File: config.mk
export PLATFORM = sky130hd
export DESIGN_NAME = seq_signed_divider_8_bit
export DESIGN_NICKNAME = d
export VERILOG_FILES = /design/src/rtl/seq_signed_divider_8_bit.sv
export SDC_FILE = /design/constraint.sdc
export NUM_CORES = 1
export LEC_CHECK = 0
export ABC_CLOCK_PERIOD_IN_PS = 2600
export CAP_MARGIN = 20
export CORE_MARGIN = 5
export CORE_UTILIZATION = 55
export DETAILED_ROUTE_END_ITERATION = 16
export HOLD_SLACK_MARGIN = 0.15
export PLACE_DENSITY = 0.78
export SLEW_MARGIN = 20
export SYNTH_ARGS = -nofsm -noshare
export SYNTH_HDL_FRONTEND = slang
export SYNTH_SLANG_ARGS = --single-unit
File: constraint.sdc
create_clock -name clk -period 2.6 [get_ports clk]
set_input_delay 0.65 -clock clk [delete_from_list [all_inputs] [get_ports clk]]
set_output_delay 0.65 -clock clk [all_outputs]
set_load 0.1 [all_outputs]
File: src/rtl/seq_signed_divider_8_bit.sv
// Iterative signed restoring divider: one quotient bit per clock, start/done handshake.
// Optional macro DIV_ZERO_FASTPATH_EN: a zero divisor skips CALC and completes one edge after start.
module seq_signed_divider_8_bit #(
  parameter int N = 8
) (
  input  logic         clk,
  input  logic         reset_n,
  input  logic         start,
  input  logic [N-1:0] X_in,
  input  logic [N-1:0] Y_in,
  output logic [N-1:0] Q_out,
  output logic [N-1:0] R_out,
  output logic         busy,
  output logic         done,
  output logic         div_by_zero,
  output logic         overflow
);

  localparam int CW = (N > 1) ? $clog2(N) : 1;

  typedef enum logic [1:0] {
    IDLE,
    CALC,
    FIX
  } state_t;

  state_t        state;
  logic [CW-1:0] count;
  logic [N:0]    rem;
  logic [N-1:0]  dvd;
  logic [N-1:0]  abs_y;
  logic [N-1:0]  x_raw;
  logic          sign_x;
  logic          sign_y;
  logic          y_zero;
  logic          ov_pend;

  logic [N-1:0]  abs_x_in;
  logic [N-1:0]  abs_y_in;
  logic [N:0]    rem_sh;
  logic [N:0]    diff;
  logic [N-1:0]  q_fix;
  logic [N-1:0]  r_fix;

  always_comb begin
    abs_x_in = X_in[N-1] ? -X_in : X_in;
    abs_y_in = Y_in[N-1] ? -Y_in : Y_in;
    // rem < abs_y before the shift, so diff always lies within the (N+1)-bit signed range
    rem_sh   = {rem[N-1:0], dvd[N-1]};
    diff     = rem_sh - {1'b0, abs_y};
    q_fix    = (sign_x ^ sign_y) ? -dvd : dvd;
    r_fix    = sign_x ? -rem[N-1:0] : rem[N-1:0];
  end

  always_ff @(posedge clk) begin
    if (!reset_n) begin
      state       <= IDLE;
      count       <= '0;
      rem         <= '0;
      dvd         <= '0;
      abs_y       <= '0;
      x_raw       <= '0;
      sign_x      <= 1'b0;
      sign_y      <= 1'b0;
      y_zero      <= 1'b0;
      ov_pend     <= 1'b0;
      Q_out       <= '0;
      R_out       <= '0;
      busy        <= 1'b0;
      done        <= 1'b0;
      div_by_zero <= 1'b0;
      overflow    <= 1'b0;
    end else begin
      done <= 1'b0;
      case (state)
        IDLE: begin
          if (start) begin
            sign_x  <= X_in[N-1];
            sign_y  <= Y_in[N-1];
            dvd     <= abs_x_in;
            abs_y   <= abs_y_in;
            x_raw   <= X_in;
            y_zero  <= (Y_in == '0);
            ov_pend <= (X_in == {1'b1, {(N-1){1'b0}}}) && (Y_in == '1);
            rem     <= '0;
            count   <= CW'(N - 1);
            busy    <= 1'b1;
            state   <= CALC;
`ifdef DIV_ZERO_FASTPATH_EN
            if (Y_in == '0) state <= FIX;
`endif
          end
        end
        CALC: begin
          rem   <= diff[N] ? rem_sh : diff;
          dvd   <= {dvd[N-2:0], ~diff[N]};
          count <= count - 1'b1;
          if (count == '0) state <= FIX;
        end
        FIX: begin
          if (y_zero) begin
            Q_out       <= '1;
            R_out       <= x_raw;
            div_by_zero <= 1'b1;
            overflow    <= 1'b0;
          end else begin
            Q_out       <= q_fix;
            R_out       <= r_fix;
            div_by_zero <= 1'b0;
            overflow    <= ov_pend;
          end
          done  <= 1'b1;
          busy  <= 1'b0;
          state <= IDLE;
        end
        default: state <= IDLE;
      endcase
    end
  end

endmodule

==> flow_summary.json, run 1 <==
{
  "min_path_type": "flip-flop to flip-flop",
  "cts_resized": 0,
  "setup.worst_path.end_class": "flip-flop",
  "setup_repair_after_global_routing_missed_its_margin": "no",
  "cts.root.buffer_cell": "sky130_fd_sc_hd__clkbuf_8",
  "grt_pass1_wl_um": 13400,
  "route.detailed.vias_per_inst": 5.64,
  "synth_top_cells_by_area": "sky130_fd_sc_hd__dfxtp_1 37%, sky130_fd_sc_hd__nand2_1 6.1%, sky130_fd_sc_hd__ha_1 5.7%",
  "row_count": 28,
  "final_skew_ps": 11.0,
  "antenna_violation_net_count_after_detailed_routing": 0,
  "r2r_cells": 9,
  "run_status": "completed",
  "ys.warnings.count": 0,
  "timing_max_transition_violations_final": 0,
  "max_slew_margin": 0.456,
  "post-cts-setup-buffers": 0,
  "maximum_fanout_encountered_on_the_critical_timing_path": 3,
  "die_x_um": 87.2,
  "setup_tns_final_ps": 0,
  "setup-violations-final": 0,
  "mappedNetlistNets": 448,
  "cts.reportedPaths.clkPinSlew_ps": 70,
  "floorplan.core_area_um2": 5850,
  "drt_first_pass_iters": 5,
  "timing.critical_path.depth": 9,
  "global_route.usage.total": 0.220,
  "floorplan.die_area_um2": 7600,
  "synthesized_cell_area_um2": 3280,
  "floorplan.initialDensity": 0.560,
  "drive_above_1_share": 0.122,
  "syn2layout_area_growth_pct": 20.2,
  "first_global_vias": 2888,
  "routed-via-count": 3011,
  "drt_drc_violations_left": 0,
  "number_of_hold_buffers_added_after_cts": 0,
  "power.total_mw": 2.66,
  "cp_top_family": "simple AND/OR/NAND/NOR gates",
  "dr.first_iter.drc_count": 189,
  "layout.cells.most_common": "sky130_fd_sc_hd__dfxtp_1",
  "wire_per_inst_um": 14.5,
  "portBuffers": 38,
  "num-nets-final": 489,
  "max_rail_drop_vdd_mv": 0.388,
  "share_of_synthesized_flip_flops_with_an_asynchronous_set_or_reset": 0,
  "power.density_cell_area_nw_per_um2": 676,
  "achievable-frequency_mhz": 424,
  "boundaryPins": 39,
  "route.final.wire_length_um": 7750,
  "whs_path_depth": 2,
  "cp_most_frequent_cell": "sky130_fd_sc_hd__inv_1",
  "finalHoldViolCount": 0,
  "die_y_um": 87.2,
  "ys_dominant_reg_cell": "sky130_fd_sc_hd__dfxtp_1",
  "antennaDiodeCount": 0,
  "timing_worst_setup_path_type": "flip-flop to flip-flop",
  "power.static_leakage_nw": 1.59,
  "timing.max_cap.violations": 0,
  "max_stage_delay_ps": 530,
  "crit_arrival_ps": 2580,
  "grt_max_degree": 27,
  "globalplace.congestion": 0.892,
  "clock_tree_from_tritoncts": "yes",
  "synth_enable_flop_cells": 0,
  "h-tree-depth": 3,
  "synth_seq_cells": 60,
  "worstSkewPairLatency_ps": 340,
  "worst_setup_path_start_kind": "flip-flop",
  "clock-sinks": 60,
  "synth_cell_type_count": 50,
  "layout_common_cells": "60 x sky130_fd_sc_hd__dfxtp_1, 53 x sky130_fd_sc_hd__nand2_1, 39 x sky130_fd_sc_hd__nor2_1",
  "timing.critical_path.required_ps": 2830,
  "path_cells": "inv_1 > ha_1 > inv_1 > fa_1 > nand3_1 > a211o_1 > o211ai_1 > or4_1 > a32o_1",
  "critical_path_buf_inv_count": 2,
  "max-clock-path-buffers": 2,
  "antenna_found_initial": 0,
  "synthCells": 413,
  "layout_worst_path_cycle_share": 0.906,
  "cts_inserted_buffers": 9,
  "tightest_slew_ps": 815,
  "synthesis.area_per_instance_um2": 7.93,
  "synth_top_area_frac": 0.367,
  "dp_hpwl_um": 5730,
  "finalWorstPathRequiredPeriod_ps": 2360,
  "grt.overflow.total": 0,
  "fraction_of_the_yosys_area_taken_by_sequential_cells": 0.367,
  "timing.critical_path.slowest_stage_cell": "sky130_fd_sc_hd__or4_1",
  "yosys.area.top_type": "sky130_fd_sc_hd__dfxtp_1"
}
-- where the power goes --
group | internal (mW) | switching [mW] | leakage, nW | total, mW
Clock | 0.544 | 0.392 | 0.110 | 0.935
Sequential | 0.978 | 0.0549 | 0.490 | 1.03
Combinational | 0.289 | 0.404 | 0.989 | 0.692
Total | 1.81 | 0.850 | 1.59 | 2.66
-- kinds of logic after synthesis --
kind of cell / count (synthesis) / share of synthesized area
compound gates: 107 / 0.209
fa+ha+maj: 16 / 0.0634
flops: 60 / 0.367
simple gates: 149 / 0.209
buf+inv: 46 / 0.0542
xor+xnor: 25 / 0.0668
mux: 10 / 0.0309
-- tightest hold or removal path, cell delays in order (launching register included) --
cell,delay (ps)
sky130_fd_sc_hd__dfxtp_1,310
sky130_fd_sc_hd__nand2_1,50
sky130_fd_sc_hd__a21oi_1,50
-- path summary, 6_finish.rpt --
check / start / to / slack, ps
max reg2reg: dvd[7] / rem[7] / 240
min reg2reg: R_out[5] / R_out[5] / 460
min: R_out[5] / R_out[5] / 460
max: dvd[7] / rem[7] / 240
-- synth_stat cells, drive strengths merged, types with 8 or more instances --
library cell,count
a211oi,9
a21oi,36
clkbuf,16
dfxtp,60
ha,15
inv,24
mux2i,9
nand2,53
nand2b,11
nand3,8
nor2,39
nor3,14
o21ai,25
xnor2,16
xor2,9
-- layer usage --
metal,vias to the layer above,share of wire,track usage
met4,0,0.013,0.0809
met2,87,0.45,0.340
li1,1536,-,-
met1,1376,0.48,0.308
met3,12,0.057,0.0369
met5,-,0,0
-- sequential cells by signal, indices dropped and copies added, names as in the netlist, 2 cells and up --
signal,count
count,3
Q_out,8
R_out,8
rem,8
dvd,8
state,2
abs_y,8
x_raw,8
-- per-stage QoR --
| stage | cell area [um2] | std cells | util | setup slack, ps | hold slack (ps) |
|---|---|---|---|---|---|
| floorplan | 3280 | 413 | - | 398 | 431 |
| global placement | 3710 | 518 | 0.635 | 83.2 | 444 |
| detailed placement | 3710 | 518 | 0.635 | 8.75 | 449 |
| CTS | 3940 | 534 | 0.673 | 251 | 459 |
| global route | 3940 | 534 | 0.673 | 110 | 476 |
| finish | 3940 | 534 | 0.673 | 244 | 460 |
-- final cells by class --
| cell class | instances | area, um2 |
|---|---|---|
| Fill cell | 490 | 1910 |
| Multi-Input combinational cell | 307 | 1900 |
| Sequential cell | 60 | 1200 |
| Timing Repair Buffer | 51 | 428 |
| Clock buffer | 9 | 124 |
| Clock inverter | 7 | 98.8 |
| Inverter | 25 | 93.8 |
| Tap cell | 75 | 93.8 |
Note: power is estimated with default switching activity, not from simulation.
==> inputs of run 2 (changes only) <==
- CORE_UTILIZATION: 55 -> 43
- CTS_CLUSTER_DIAMETER: unset -> 50
- PLACE_DENSITY: 0.78 -> 0.63
==> run 2 against run 1 <==
  * Register-to-register slack hardly changed
  * Critical path type unchanged
  * Final cell count rose by 4.7%
  * Critical path depth unchanged
  * Largest cell class unchanged
==> flow_summary.json, run 2 (synthesis gave the netlist of run 1 again) <==
{
  "run_status": "completed",
  "antenna_violation_net_count_after_detailed_routing": 0,
  "timing.critical_path.required_ps": 2830,
  "tightest_slew_ps": 657,
  "max_slew_margin": 0.559,
  "cts_inserted_buffers": 9,
  "layout_common_cells": "60 x sky130_fd_sc_hd__dfxtp_1, 53 x sky130_fd_sc_hd__nand2_1, 39 x sky130_fd_sc_hd__nor2_1",
  "worst_setup_path_start_kind": "flip-flop",
  "dp_hpwl_um": 6070,
  "final_skew_ps": 7.98,
  "internal_power_mw": 1.72,
  "row_count": 31,
  "antenna_found_initial": 0,
  "timing_worst_setup_path_type": "flip-flop to flip-flop",
  "power.combinational.fraction": 0.272,
  "drive_above_1_share": 0.124,
  "timing_max_transition_violations_final": 0,
  "h-tree-depth": 3,
  "globalplace.congestion": 0.868,
  "grt_pass1_wl_um": 13600,
  "clock_tree_from_tritoncts": "yes",
  "grt.overflow.total": 0,
  "pwr-share-clk": 0.328,
  "portBuffers": 38,
  "floorplan.initialDensity": 0.447,
  "maximum_fanout_encountered_on_the_critical_timing_path": 3,
  "layout.cell_area.non_filler_um2": 3960,
  "setup_repair_after_global_routing_missed_its_margin": "no",
  "setup.worst_path.end_class": "flip-flop",
  "crit_arrival_ps": 2580,
  "layout.cells.most_common": "sky130_fd_sc_hd__dfxtp_1",
  "power.total_mw": 2.57,
  "netSwitchingPower_uw": 858,
  "layout_worst_path_cycle_share": 0.906,
  "power.static_leakage_nw": 1.59,
  "die_x_um": 97.3,
  "num-nets-final": 490,
  "post-cts-setup-buffers": 0,
  "cts_resized": 0,
  "number_of_hold_buffers_added_after_cts": 0,
  "drt_first_pass_iters": 4,
  "global_route.usage.total": 0.171,
  "boundaryPins": 39,
  "cts.reportedPaths.clkPinSlew_ps": 70,
  "first_global_vias": 2845,
  "syn2layout_area_growth_pct": 20.9,
  "switching_share": 0.333,
  "die_y_um": 97.3,
  "antennaDiodeCount": 0,
  "clock-sinks": 60,
  "floorplan.core_area_um2": 7330,
  "worstSkewPairLatency_ps": 340,
  "drt_drc_violations_left": 0,
  "achievable-frequency_mhz": 424,
  "power.density_cell_area_nw_per_um2": 650,
  "grt_max_degree": 21,
  "max-clock-path-buffers": 2,
  "routed-via-count": 2999,
  "dpl-instance-area_um2": 3760,
  "power_frac_seq": 0.401,
  "finalWorstPathRequiredPeriod_ps": 2360,
  "route.final.wire_length_um": 7860,
  "min_path_type": "flip-flop to flip-flop",
  "floorplan.die_area_um2": 9460,
  "max_rail_drop_vdd_mv": 0.244,
  "dr.first_iter.drc_count": 123,
  "setup-violations-final": 0,
  "timing.max_cap.violations": 0,
  "route.detailed.vias_per_inst": 5.36,
  "wire_per_inst_um": 14.1,
  "finalHoldViolCount": 0,
  "cts.root.buffer_cell": "sky130_fd_sc_hd__clkbuf_8",
  "setup_tns_final_ps": 0
}
[run 2: critical path, stage by stage, from the launching register on]
cell                       delay (ps)
sky130_fd_sc_hd__dfxtp_1          310
sky130_fd_sc_hd__inv_1            100
sky130_fd_sc_hd__ha_1             180
sky130_fd_sc_hd__inv_1             70
sky130_fd_sc_hd__fa_1             420
sky130_fd_sc_hd__nand3_1          150
sky130_fd_sc_hd__a211o_1          140
sky130_fd_sc_hd__o211ai_1          90
sky130_fd_sc_hd__or4_1            540
sky130_fd_sc_hd__a32o_1           250
[run 2: power groups by stage]
stage,logic (mW),registers (mW),clock network [mW]
floorplan,0.461,1.10,0
global placement,0.689,1.05,0
detailed placement,0.695,1.05,0
CTS,0.698,1.03,0.862
global route,0.774,1.04,0.901
finish,0.700,1.03,0.844
[run 2: area by class of cell]
type                       count  area, um2
clock buffer                   9        124
clock inverter                 7       73.8
fill                         691       3370
inverter                      25       93.8
multi-input combinational    307       1900
sequential                    60       1200
tap                           99        124
timing repair buffer          52        448
[run 2: per-stage QoR]
step / cells / setup slack (ps) / util / hold WS (ps)
after global placement: 543 / 78.0 / 0.513 / 442
after global routing: 559 / 133 / 0.540 / 481
after floorplan: 413 / 398 / - / 431
final: 559 / 243 / 0.540 / 453
after detailed placement: 543 / 5.16 / 0.513 / 444
after CTS: 559 / 252 / 0.540 / 454
[run 2: path summary, 6_finish.rpt]
check	start	endpoint	slack [ps]	cells past startpoint
worst min register to register	x_raw[5]	x_raw[5]	450	2
worst max-delay path	dvd[7]	rem[7]	240	9
worst max register to register	dvd[7]	rem[7]	240	9
worst min-delay path	x_raw[5]	x_raw[5]	450	2
[run 2: routing by layer]
| layer | vias to the layer above | track usage | routed length, um |
|---|---|---|---|
| met5 | - | 0 | 0 |
| met4 | 0 | 0.0618 | 84 |
| met3 | 9 | 0.0388 | 347 |
| met2 | 53 | 0.257 | 3470 |
| met1 | 1394 | 0.240 | 3970 |
| li1 | 1543 | - | - |
==> inputs of run 3 (changes only) <==
- CORE_ASPECT_RATIO: unset -> 1.4
==> run 3 against run 2 <==
  * Clock-buffer cell count unchanged
  * Sequential cell count unchanged
  * Die area increased by 0.26%
  * Final cell count fell by 0.36%
  * Register-to-register slack improved by 30 ps
  * Routed wire length grew 3.8%
  * Total power increased by 0.77%
  * Fmax up 1.3%
  * Core utilization shrank 0.74 points
  * Worst hold slack better by 3.9 ps
  * Combinational power is essentially flat
  * Final area down 0.35%
  * Critical path type unchanged
  * Largest cell class unchanged
==> flow_summary.json, run 3 (synthesis gave the netlist of run 1 again) <==
{
  "cts.root.buffer_cell": "sky130_fd_sc_hd__clkbuf_8",
  "floorplan.die_area_um2": 9490,
  "drt_first_pass_iters": 5,
  "cts.reportedPaths.clkPinSlew_ps": 80,
  "number_of_hold_buffers_added_after_cts": 0,
  "worst_hold_path.endpoint": "R_out[4]",
  "worst_setup_path_start_kind": "flip-flop",
  "post-cts-setup-buffers": 0,
  "grt.overflow.total": 0,
  "setup_tns_final_ps": 0,
  "floorplan.core_area_um2": 7410,
  "cts_inserted_buffers": 9,
  "holdCritStartpoint": "R_out[4]",
  "setup-violations-final": 0,
  "boundaryPins": 39,
  "portBuffers": 38,
  "die_y_um": 113,
  "antennaDiodeCount": 0,
  "drive_above_1_share": 0.124,
  "finalHoldViolCount": 0,
  "worstSkewPairLatency_ps": 350,
  "num-nets-final": 490,
  "clock-sinks": 60,
  "achievable-frequency_mhz": 430,
  "max_slew_margin": 0.440,
  "row_count": 37,
  "maximum_fanout_encountered_on_the_critical_timing_path": 3,
  "grt_max_degree": 27,
  "fin_util": 0.533,
  "regToRegStartpoint": "dvd[7]",
  "setup.worst_path.end_class": "flip-flop",
  "clock_tree_from_tritoncts": "yes",
  "max_rail_drop_vdd_mv": 0.426,
  "h-tree-depth": 3,
  "global_route.usage.total": 0.181,
  "wire_per_inst_um": 14.7,
  "r2r_cells": 9,
  "antenna_violation_net_count_after_detailed_routing": 0,
  "route.final.wire_length_um": 8160,
  "finalWorstPathRequiredPeriod_ps": 2330,
  "power.static_leakage_nw": 1.59,
  "layout_common_cells": "60 x sky130_fd_sc_hd__dfxtp_1, 53 x sky130_fd_sc_hd__nand2_1, 39 x sky130_fd_sc_hd__nor2_1",
  "route.detailed.vias_per_inst": 5.46,
  "power.density_cell_area_nw_per_um2": 657,
  "timing_worst_setup_path_type": "flip-flop to flip-flop",
  "antenna_found_initial": 0,
  "globalplace.congestion": 0.869,
  "crit_arrival_ps": 2570,
  "first_global_vias": 2928,
  "die_x_um": 83.8,
  "final_skew_ps": 13.0,
  "grt_pass1_wl_um": 13900,
  "dr.first_iter.drc_count": 156,
  "drt_drc_violations_left": 0,
  "layout.cells.most_common": "sky130_fd_sc_hd__dfxtp_1",
  "reg2reg_to": "rem[7]",
  "dp_hpwl_um": 6090,
  "syn2layout_area_growth_pct": 20.5,
  "tightest_slew_ps": 839,
  "whs_path_depth": 2,
  "reg2reg_setup_slack_ps": 270,
  "routed-via-count": 3041,
  "timing_max_transition_violations_final": 0,
  "timing.critical_path.required_ps": 2840,
  "floorplan.initialDensity": 0.442,
  "run_status": "completed",
  "layout_worst_path_cycle_share": 0.895,
  "cts_resized": 0,
  "setup_repair_after_global_routing_missed_its_margin": "no",
  "timing.max_cap.violations": 0,
  "min_path_type": "flip-flop to flip-flop",
  "max-clock-path-buffers": 2
}
==> run 3: final cells by class <==
cell class	instances	area, um2
timing repair buffer	52	435
multi-input combinational	307	1900
inverter	25	93.8
fill	744	3460
tap	97	121
clock inverter	7	75.1
clock buffer	9	124
sequential	60	1200
==> run 3: per-stage QoR <==
step / total power [mW] / std cells / hold slack, ps / worst slack [ps] / area, um2
2_1_floorplan: 1.56 / 413 / 431 / 398 / 3280
3_3_place_gp: 1.74 / 541 / 441 / 77.3 / 3750
3_5_place_dp: 1.75 / 541 / 445 / 23.7 / 3750
4_1_cts: 2.61 / 557 / 455 / 259 / 3950
5_1_grt: 2.74 / 557 / 476 / 110 / 3950
6_report: 2.59 / 557 / 457 / 273 / 3950
==> run 3: critical path, cell delays in order, from the launching register on <==
cell and delay, ps:
sky130_fd_sc_hd__dfxtp_1 310, sky130_fd_sc_hd__inv_1 110, sky130_fd_sc_hd__ha_1 170, sky130_fd_sc_hd__inv_1 70
sky130_fd_sc_hd__fa_1 420, sky130_fd_sc_hd__nand3_1 140, sky130_fd_sc_hd__a211o_1 140, sky130_fd_sc_hd__o211ai_1 90
sky130_fd_sc_hd__or4_1 530, sky130_fd_sc_hd__a32o_1 250
==> run 3: routing by layer <==
metal,track usage,part of all wire,vias to the layer above
met5,0,0,-
met4,0.0687,0.019,0
met3,0.0371,0.035,15
met2,0.318,0.52,60
met1,0.215,0.43,1424
li1,-,-,1542
==> run 3: where the power goes <==
part | internal, mW | switching, mW
clock network | 0.449 | 0.413
registers | 0.978 | 0.0544
logic | 0.291 | 0.409
total | 1.72 | 0.877
==> run 3: worst max-delay path by stage <==
stage | from | endpoint | slack, ps | depth (start not counted)
global route | dvd[7] | rem[7] | 110 | 9
CTS | dvd[7] | rem[7] | 260 | 9
floorplan | dvd[7] | rem[7] | 400 | 9
detailed placement | X_in[1] | dvd[5] | 20 | 7
finish | dvd[7] | rem[7] | 270 | 9
global placement | X_in[1] | dvd[6] | 80 | 8
